==> src/rtl/win33_out_trans.sv <==
// Winograd F(2x2,3x3) output transform: Y = A^T*M*A, accumulated over CH_NUM channel tiles.
// Optional build macro WIN_OUT_RELU_EN clamps negative outputs to zero after saturation.
module win33_out_trans #(
    parameter int CH_NUM = 4,
    parameter int ACC_W  = 40,
    parameter int OUT_W  = 32,
    localparam int CNT_W = $clog2(CH_NUM + 1)
) (
    input  logic                 clk,
    input  logic                 rst_n,
    input  logic                 clear,
    input  logic                 in_valid,
    input  logic [127:0]         m_row1,
    input  logic [127:0]         m_row2,
    input  logic [127:0]         m_row3,
    input  logic [127:0]         m_row4,
    output logic                 out_valid,
    input  logic                 out_ready,
    output logic [4*OUT_W-1:0]   y_tile,
    output logic [CNT_W-1:0]     ch_cnt,
    output logic                 overflow
);

    localparam int M_W = 32;
    localparam int T_W = 34;
    localparam int Y_W = 36;

    localparam logic signed [ACC_W-1:0] SAT_MAX = {{(ACC_W-OUT_W+1){1'b0}}, {(OUT_W-1){1'b1}}};
    localparam logic signed [ACC_W-1:0] SAT_MIN = {{(ACC_W-OUT_W+1){1'b1}}, {(OUT_W-1){1'b0}}};
    localparam logic [CNT_W-1:0]        LAST_CNT = CNT_W'(CH_NUM - 1);

    function automatic logic [OUT_W-1:0] sat_elem(input logic signed [ACC_W-1:0] v);
        logic [OUT_W-1:0] r;
        if (v > SAT_MAX) begin
            r = SAT_MAX[OUT_W-1:0];
        end else if (v < SAT_MIN) begin
            r = SAT_MIN[OUT_W-1:0];
        end else begin
            r = v[OUT_W-1:0];
        end
`ifdef WIN_OUT_RELU_EN
        if (r[OUT_W-1]) begin
            r = '0;
        end
`endif
        return r;
    endfunction

    // ------------------------------------------------------------------
    // Input unpack: m[r][c], column 0 sits in the top 32 bits of each row
    // ------------------------------------------------------------------
    logic [127:0]            rows [4];
    logic signed [M_W-1:0]   m    [4][4];

    always_comb begin
        rows[0] = m_row1;
        rows[1] = m_row2;
        rows[2] = m_row3;
        rows[3] = m_row4;
        for (int unsigned r = 0; r < 4; r++) begin
            for (int unsigned c = 0; c < 4; c++) begin
                m[r][c] = rows[r][(3-c)*M_W +: M_W];
            end
        end
    end

    // ------------------------------------------------------------------
    // S1: T = A^T * M (2x4)
    // ------------------------------------------------------------------
    logic signed [T_W-1:0] t_d [2][4];
    logic signed [T_W-1:0] t_q [2][4];
    logic                  s1_valid;

    always_comb begin
        for (int unsigned c = 0; c < 4; c++) begin
            t_d[0][c] = T_W'(m[0][c]) + T_W'(m[1][c]) + T_W'(m[2][c]);
            t_d[1][c] = T_W'(m[1][c]) - T_W'(m[2][c]) - T_W'(m[3][c]);
        end
    end

    // A tile presented alongside clear is still captured: it is the first tile after the restart.
    always_ff @(posedge clk or negedge rst_n) begin
        if (!rst_n) begin
            s1_valid <= 1'b0;
            t_q      <= '{default: '0};
        end else begin
            s1_valid <= in_valid;
            if (in_valid) begin
                t_q <= t_d;
            end
        end
    end

    // ------------------------------------------------------------------
    // S2: Yt = T * A (2x2), flattened as {y00, y01, y10, y11}
    // ------------------------------------------------------------------
    logic signed [Y_W-1:0] y_d [4];
    logic signed [Y_W-1:0] y_q [4];
    logic                  s2_valid;

    always_comb begin
        for (int unsigned i = 0; i < 2; i++) begin
            y_d[2*i]   = Y_W'(t_q[i][0]) + Y_W'(t_q[i][1]) + Y_W'(t_q[i][2]);
            y_d[2*i+1] = Y_W'(t_q[i][1]) - Y_W'(t_q[i][2]) - Y_W'(t_q[i][3]);
        end
    end

    always_ff @(posedge clk or negedge rst_n) begin
        if (!rst_n) begin
            s2_valid <= 1'b0;
            y_q      <= '{default: '0};
        end else begin
            s2_valid <= s1_valid && !clear;
            if (s1_valid) begin
                y_q <= y_d;
            end
        end
    end

    // ------------------------------------------------------------------
    // S3: channel accumulation and output register
    // ------------------------------------------------------------------
    logic signed [ACC_W-1:0] acc     [4];
    logic signed [ACC_W-1:0] sum     [4];
    logic [4*OUT_W-1:0]      tile_d;
    logic                    last_tile;
    logic                    complete;
    logic                    load_ok;

    always_comb begin
        tile_d = '0;
        for (int unsigned e = 0; e < 4; e++) begin
            sum[e] = ((ch_cnt == '0) ? '0 : acc[e]) + ACC_W'(y_q[e]);
            tile_d[(3-e)*OUT_W +: OUT_W] = sat_elem(sum[e]);
        end
    end

    assign last_tile = (ch_cnt == LAST_CNT);
    assign complete  = s2_valid && !clear && last_tile;
    assign load_ok   = !out_valid || out_ready;

    always_ff @(posedge clk or negedge rst_n) begin
        if (!rst_n) begin
            acc    <= '{default: '0};
            ch_cnt <= '0;
        end else if (clear) begin
            acc    <= '{default: '0};
            ch_cnt <= '0;
        end else if (s2_valid) begin
            if (last_tile) begin
                acc    <= '{default: '0};
                ch_cnt <= '0;
            end else begin
                acc    <= sum;
                ch_cnt <= ch_cnt + 1'b1;
            end
        end
    end

    // A completion in the accept cycle replaces the departing tile without a gap.
    always_ff @(posedge clk or negedge rst_n) begin
        if (!rst_n) begin
            out_valid <= 1'b0;
            y_tile    <= '0;
            overflow  <= 1'b0;
        end else begin
            if (complete && load_ok) begin
                out_valid <= 1'b1;
                y_tile    <= tile_d;
            end else begin
                if (out_valid && out_ready) begin
                    out_valid <= 1'b0;
                end
                if (complete) begin
                    overflow <= 1'b1;
                end
            end
        end
    end

endmodule
==> config.mk <==
export PLATFORM = sky130hd
export DESIGN_NAME = win33_out_trans
export DESIGN_NICKNAME = d
export VERILOG_FILES = /design/src/rtl/win33_out_trans.sv
export SDC_FILE = /design/constraint.sdc
export NUM_CORES = 2
export LEC_CHECK = 0
export BUFFER_PORTS_ARGS = -buffer_cell sky130_fd_sc_hd__buf_2
export CAP_MARGIN = 20
export CORE_MARGIN = 1.5
export CORE_UTILIZATION = 30
export DETAILED_ROUTE_END_ITERATION = 10
export SKIP_CTS_REPAIR_TIMING = 1
export SLEW_MARGIN = 20
export SYNTH_ARGS = -nofsm -noshare
export SYNTH_HDL_FRONTEND = slang
export SYNTH_SLANG_ARGS = --single-unit
==> constraint.sdc <==
create_clock -name clk -period 11.87 [get_ports clk]
set_input_delay 1.187 -clock clk [delete_from_list [all_inputs] [get_ports clk]]
set_output_delay 1.187 -clock clk [all_outputs]
set_load 0.02 [all_outputs]
Word-level counts from Yosys, hierarchy flattened
Cells that the tools add are included.
{ "word_totals": {"in_bits": 517, "ff_bits": 711} }
{ "op_classes": {"n_reduce_logical": 12, "n_eq_ne": 1, "n_lt_le_gt_ge": 8, "mux": 20, "add_sub_neg": 29, "bitwise": 1} }
{ "ops": {"columns": ["cell", "n"], "rows": [
  ["$mux W160", 3],
  ["$mux W32", 8],
  ["$add A40 B40 Y40", 4],
  ["$gt A40 B32 Y1 const B", 4],
  ["$lt A40 B32 Y1 const B", 4],
  ["$mux W40", 4],
  ["$add A33 B32 Y34", 4],
  ["$sub A33 B32 Y34", 4],
  ["$add A32 B32 Y33", 4],
  ["$sub A32 B32 Y33", 4],
  ["$add A35 B34 Y36", 2],
  ["$sub A35 B34 Y36", 2],
  ["$add A34 B34 Y35", 2],
  ["$sub A34 B34 Y35", 2],
  ["$mux W3", 3],
  ["$logic_and A1 B1 Y1", 5],
  ["$reduce_bool A2 Y1", 2],
  ["$add A3 B1 Y3 const B", 1],
  ["$eq A3 B2 Y1 const B", 1],
  ["$logic_not A3 Y1", 1],
  ["$logic_not A1 Y1", 2],
  ["$mux W1", 2],
  ["$reduce_and A2 Y1", 1],
  ["$logic_or A1 B1 Y1", 1],
  ["$not A1 Y1", 1]
]} }

Depth between registers and ports, before layout
{ "logic_depth": {"ltp_word": 6, "depth_mapped": 21} }

Least setup slack after synthesis
Ideal clock, no wire load.
{ "synth_path": {"path_type": "input -> register", "start": "input m_row3[0]", "end": "register t_q[18] in the netlist's numbering", "required_ns": 11.728, "arrival_time_ns": 4.864, "slack_ns": 6.864, "stages": 17, "path_cell_list": "inv_1 -> fa_1 -> inv_1 -> ha_1 -> or2_2 -> fa_1 -> a21o_1 -> a21o_1 -> a2111o_1 -> a31o_2 -> a211oi_1 -> o21bai_1 -> a21o_1 -> a21o_1 -> a21oi_1 -> xor2_1 -> mux2i_1"} }
{ "synth_via": {"elab_chain_len": 2} }
{ "synth_rtl": {"columns": ["item", "line", "rtl"], "rows": [
  ["from (decl)", "15", "input logic [127:0] m_row3,"],
  ["$sub A32 B32 Y33", "77", "t_d[1][c] = T_W'(m[1][c]) - T_W'(m[2][c]) - T_W'(m[3][c]);"],
  ["$sub A33 B32 Y34", "77", null],
  ["to (signal assigned)", "89", "t_q <= t_d;"],
  ["to (decl)", "71", "logic signed [T_W-1:0] t_q [2][4];"]
]} }
No other way between the ends.
A chain may end at the register's enable or synchronous reset.

Worst setup path after layout
{ "layout_path": {"start": "register ch_cnt[0]", "end": "register y_tile[37]"} }
{ "layout_via": {"elab_chain_len": 6, "word_cells_on_any_way": 10, "cone_classes": "add/sub (1); order compare (2); eq/ne (1); mux (3); reduce/logical (3)"} }
{ "layout_rtl": {"columns": ["item", "line", "rtl"], "rows": [
  ["from (decl)", "20", "output logic [CNT_W-1:0] ch_cnt,"],
  ["from (signal assigned)", "155", "ch_cnt <= ch_cnt + 1'b1;"],
  ["$logic_not A3 Y1", "133", "sum[e] = ((ch_cnt == '0) ? '0 : acc[e]) + ACC_W'(y_q[e]);"],
  ["$mux W40", "133", null],
  ["$add A40 B40 Y40", "133", null],
  ["$lt A40 B32 Y1", "36", "end else if (v < SAT_MIN) begin"],
  ["$mux W32", "36", null],
  ["$mux W32", "34", "if (v > SAT_MAX) begin"],
  ["to (signal assigned)", "169", "y_tile <= tile_d;"],
  ["to (decl)", "19", "output logic [4*OUT_W-1:0] y_tile,"]
]} }
Several ways; a longest one is shown, not always the timed one.

==> out/results.tsv <==
stage	metric	value	unit
setup_path	Reg2Reg Depth	18	
job	total of max-cap violations	0	
timing	final-report hold violation count	0	
final_layout	area of the multi-input gates	0.0439	mm²
clocking	CTS sink cnt	711	
clocking	clock slew seen by the registers of the worst setup and hold paths	0.06	ns
drt	via/cell ratio	5.39	
final_layout	final cell utilization of the core	0.346	
setup_path	worst path bufs/invs	2	
final_layout	commonest non-fill, non-tap cells in the layout	dfrtp_1, buf_2, inv_1	
floorplanning	Initial Util	0.302	
synth	Ys Warns	0	
floorplanning	die width	468	µm
timing	final setup violation count	0	
timing	Max Clk Rate	0.170	GHz
final_layout	non-filler cells in the finished layout	10400	
global_routing	largest net degree at the start of global routing	168	
drt	DRT iter0 DRCs	4230	
setup_path	Crit path required time	12.44	ns
final_layout	register area	0.0178	mm²
global_routing	first-pass GRT wire length	379000	µm
final_layout	fillcell total	22000	
power_and_ir_drop	Peak VDD IR	0.219	mV
timing	RSZ-0062 raised after global routing	no	
floorplanning	Die ar.	0.219	mm²
timing	Worst Skew	0.0870	ns
final_layout	fin nets	8985	
synth	Mean Syn Cell Area	9.31	µm²
drt	Total Wirelength	262000	µm
drt	Final ANT Viol Nets	0	
clocking	CTS Root Cell	clkbuf_16	
drt	DR DRC count	0	
setup_path	r2r endpoint	y_tile[37]	
synth	syn nets	8439	
placed_design	Port Buf Inserts	649	
drt	DR WL/cell	25.1	µm
setup_path	CP Launch Type	flop	
timing	setup TNS	0	ns
worst_hold_path	Hold Crit Class	in2async	
placed_design	hpwl dp	218000	µm
synth	cell area after synthesis	0.0647	mm²
timing	Worst-Margin Slew	1.18	ns
clocking	Clock Tree Buf Depth	3	
clocking	CTS tree	built	
floorplanning	die height	468	µm
final_layout	P&R area growth vs syn	14.7	%
timing	Final Critical Period	5.89	ns
final_layout	most common cell after layout, fill and taps aside	dfrtp_1	
setup_path	Critical Path AT	6.46	ns
setup_path	CP Capture Type	flop	
floorplanning	row count	170	
setup_path	Critical Path Fanout Max	130	
setup_path	max incr delay on CP	0.77	ns
power_and_ir_drop	LEAKAGE	34.6	nW
clocking	Skew-Pair Late Insertion Delay	0.78	ns
synth	FFs w/ async S/R, synth	1.00	
final_layout	layout cells sized above 1	0.149	
setup_path	register-to-register setup slack	5.98	ns
setup_path	CP max-delay cell	nor4bb_1	
outcome	status	finished, final reports clean	
setup_path	crit path kind	reg2reg	
synth	Main synth FF type	dfrtp_1	
global_routing	vias in the first global route	55100	
clocking	H-Tree Depth	3	
setup_path	CP Cell Sequence	inv_1, ha_1, nand2_8, and2_1, ha_1, inv_1, fa_1, nand2b_1, a21oi_1, o21a_1, o21a_1, a2111oi_4, nor4bb_1, o31ai_1, a2111oi_2, nand4bb_2, nand2_4, o22ai_1	
timing	Max transition margin	0.211	
setup_path	kind of cell adding the most delay to the critical path	simple AND/OR/NAND/NOR gates	
synth	Post-synth EDFFs	0	
placed_design	GPL Wtd Cong	0.979	
setup_path	Reg-to-Reg Start	ch_cnt[0]	
floorplanning	Core Region	0.215	mm²
global_routing	antenna violations before repair	46	
global_routing	GRT Total Usage	0.235	
synth	synthesized netlist cell count	6952	
synth	synthesized flop and latch total	711	
global_routing	GR Overflow Total	0	
synth	Seq/Total Area, Yosys	0.275	
drt	DRT Pass-1 Iters	6	
placed_design	dpl cells	10200	
timing	final worst-path cycle share	0.496	
timing	Slew Viols, Final	0	
floorplanning	I/O pin cnt	650	
power_and_ir_drop	Cell Pwr Density	296	mW/mm²
clocking	CTS buffer count	90	
drt	routed vias	56200	
synth	synth unique cells	101	
-- area by class of cell --
cell class                 count  share of cell area
timing repair buffer         685              0.0484
sequential                   711               0.240
antenna                       19            0.000640
clock buffer                 121              0.0338
clock inverter                43             0.00827
multi-input combinational   5420               0.592
inverter                     590              0.0299
tap                         2838              0.0478
-- per-stage QoR --
step	instance area (µm²)	setup WS (ns)	power, W	hold slack, ns
final	74300	5.98	0.0219	0.464
after global routing	74200	5.46	0.0234	0.500
after CTS	74200	6.01	0.0217	0.475
after detailed placement	71100	5.67	0.0187	0.458
after global placement	71100	5.64	0.0186	0.455
after floorplan	64700	6.86	0.0135	0.440
-- registers in the layout (all words and copies together), names as in the netlist --
name and count:
acc 160, t_q 272, out_valid 1, s2_valid 1, overflow 1, y_tile 128, ch_cnt 3, s1_valid 1
y_q 144
-- cell usage after synthesis, types with 14 or more instances --
cell type | n | share of area
and3_1 | 55 | 0.0053
nand3_1 | 110 | 0.0085
o32ai_1 | 34 | 0.0046
ha_1 | 568 | 0.11
fa_1 | 402 | 0.12
nand4_1 | 45 | 0.0043
a31oi_1 | 66 | 0.0064
nor3b_1 | 17 | 0.0020
a31o_2 | 19 | 0.0026
and4_1 | 15 | 0.0020
inv_1 | 590 | 0.034
nor2b_1 | 60 | 0.0058
or3_1 | 48 | 0.0046
o2111ai_1 | 20 | 0.0027
dfrtp_1 | 711 | 0.27
nand2b_1 | 68 | 0.0066
o21ai_0 | 483 | 0.037
mux2i_1 | 34 | 0.0053
o211ai_1 | 52 | 0.0060
nor3_1 | 134 | 0.010
clkbuf_1 | 194 | 0.011
mux2_2 | 187 | 0.033
nor4_1 | 23 | 0.0022
and2_1 | 189 | 0.018
a21o_1 | 267 | 0.031
a21oi_1 | 452 | 0.035
buf_1 | 22 | 0.0013
nor2_1 | 413 | 0.024
a211oi_1 | 70 | 0.0081
or2_2 | 29 | 0.0028
a21boi_0 | 26 | 0.0030
a22o_1 | 137 | 0.019
o22ai_1 | 85 | 0.0082
a2111oi_0 | 22 | 0.0030
a211o_1 | 23 | 0.0031
xor2_1 | 139 | 0.019
xnor2_1 | 297 | 0.040
o31ai_1 | 51 | 0.0059
nand2_1 | 403 | 0.023
a41oi_1 | 14 | 0.0019
o21a_1 | 91 | 0.011
o21bai_1 | 74 | 0.0086
-- worst register-to-register path, stage by stage (launching register included) --
cell,delay [ns]
dfrtp_1,0.39
inv_1,0.06
ha_1,0.26
nand2_8,0.53
and2_1,0.29
ha_1,0.18
inv_1,0.06
fa_1,0.40
nand2b_1,0.18
a21oi_1,0.20
o21a_1,0.25
o21a_1,0.24
a2111oi_4,0.10
nor4bb_1,0.77
o31ai_1,0.18
a2111oi_2,0.40
nand4bb_2,0.57
nand2_4,0.50
o22ai_1,0.16
-- metal layers --
metal	part of all wire	vias up	GRT usage	wire (µm)
li1	-	26000	-	-
met1	0.42	28100	0.305	111000
met2	0.46	1787	0.378	120000
met3	0.055	379	0.0308	14400
met4	0.064	12	0.130	16800
met5	0.00032	-	0	84
-- logic make-up after synthesis --
kind of cell / share of synthesized area
compound gates: 0.219
simple gates: 0.127
fa+ha+maj: 0.234
buf+inv: 0.0483
flops: 0.275
xor+xnor: 0.0590
mux: 0.0378
-- worst max path at each step --
stage	start	to	slack, ns	cells past startpoint
after global routing	ch_cnt[1]	y_tile[49]	5.46	18
after detailed placement	m_row1[98]	t_q[270]	5.67	15
after floorplan	m_row3[0]	t_q[18]	6.86	17
after global placement	m_row3[96]	t_q[134]	5.64	19
final	ch_cnt[0]	y_tile[37]	5.98	18
after CTS	ch_cnt[0]	y_tile[37]	6.01	18
-- where the power goes --
part / internal (W) / switching [W] / total, W / leakage, nW
clock network: 0.00168 / 0.00124 / 0.00292 / 1.51
logic: 0.00577 / 0.00909 / 0.0149 / 24.7
registers: 0.00321 / 0.000961 / 0.00417 / 8.39
No activity file was read; power rests on OpenSTA's default activity.
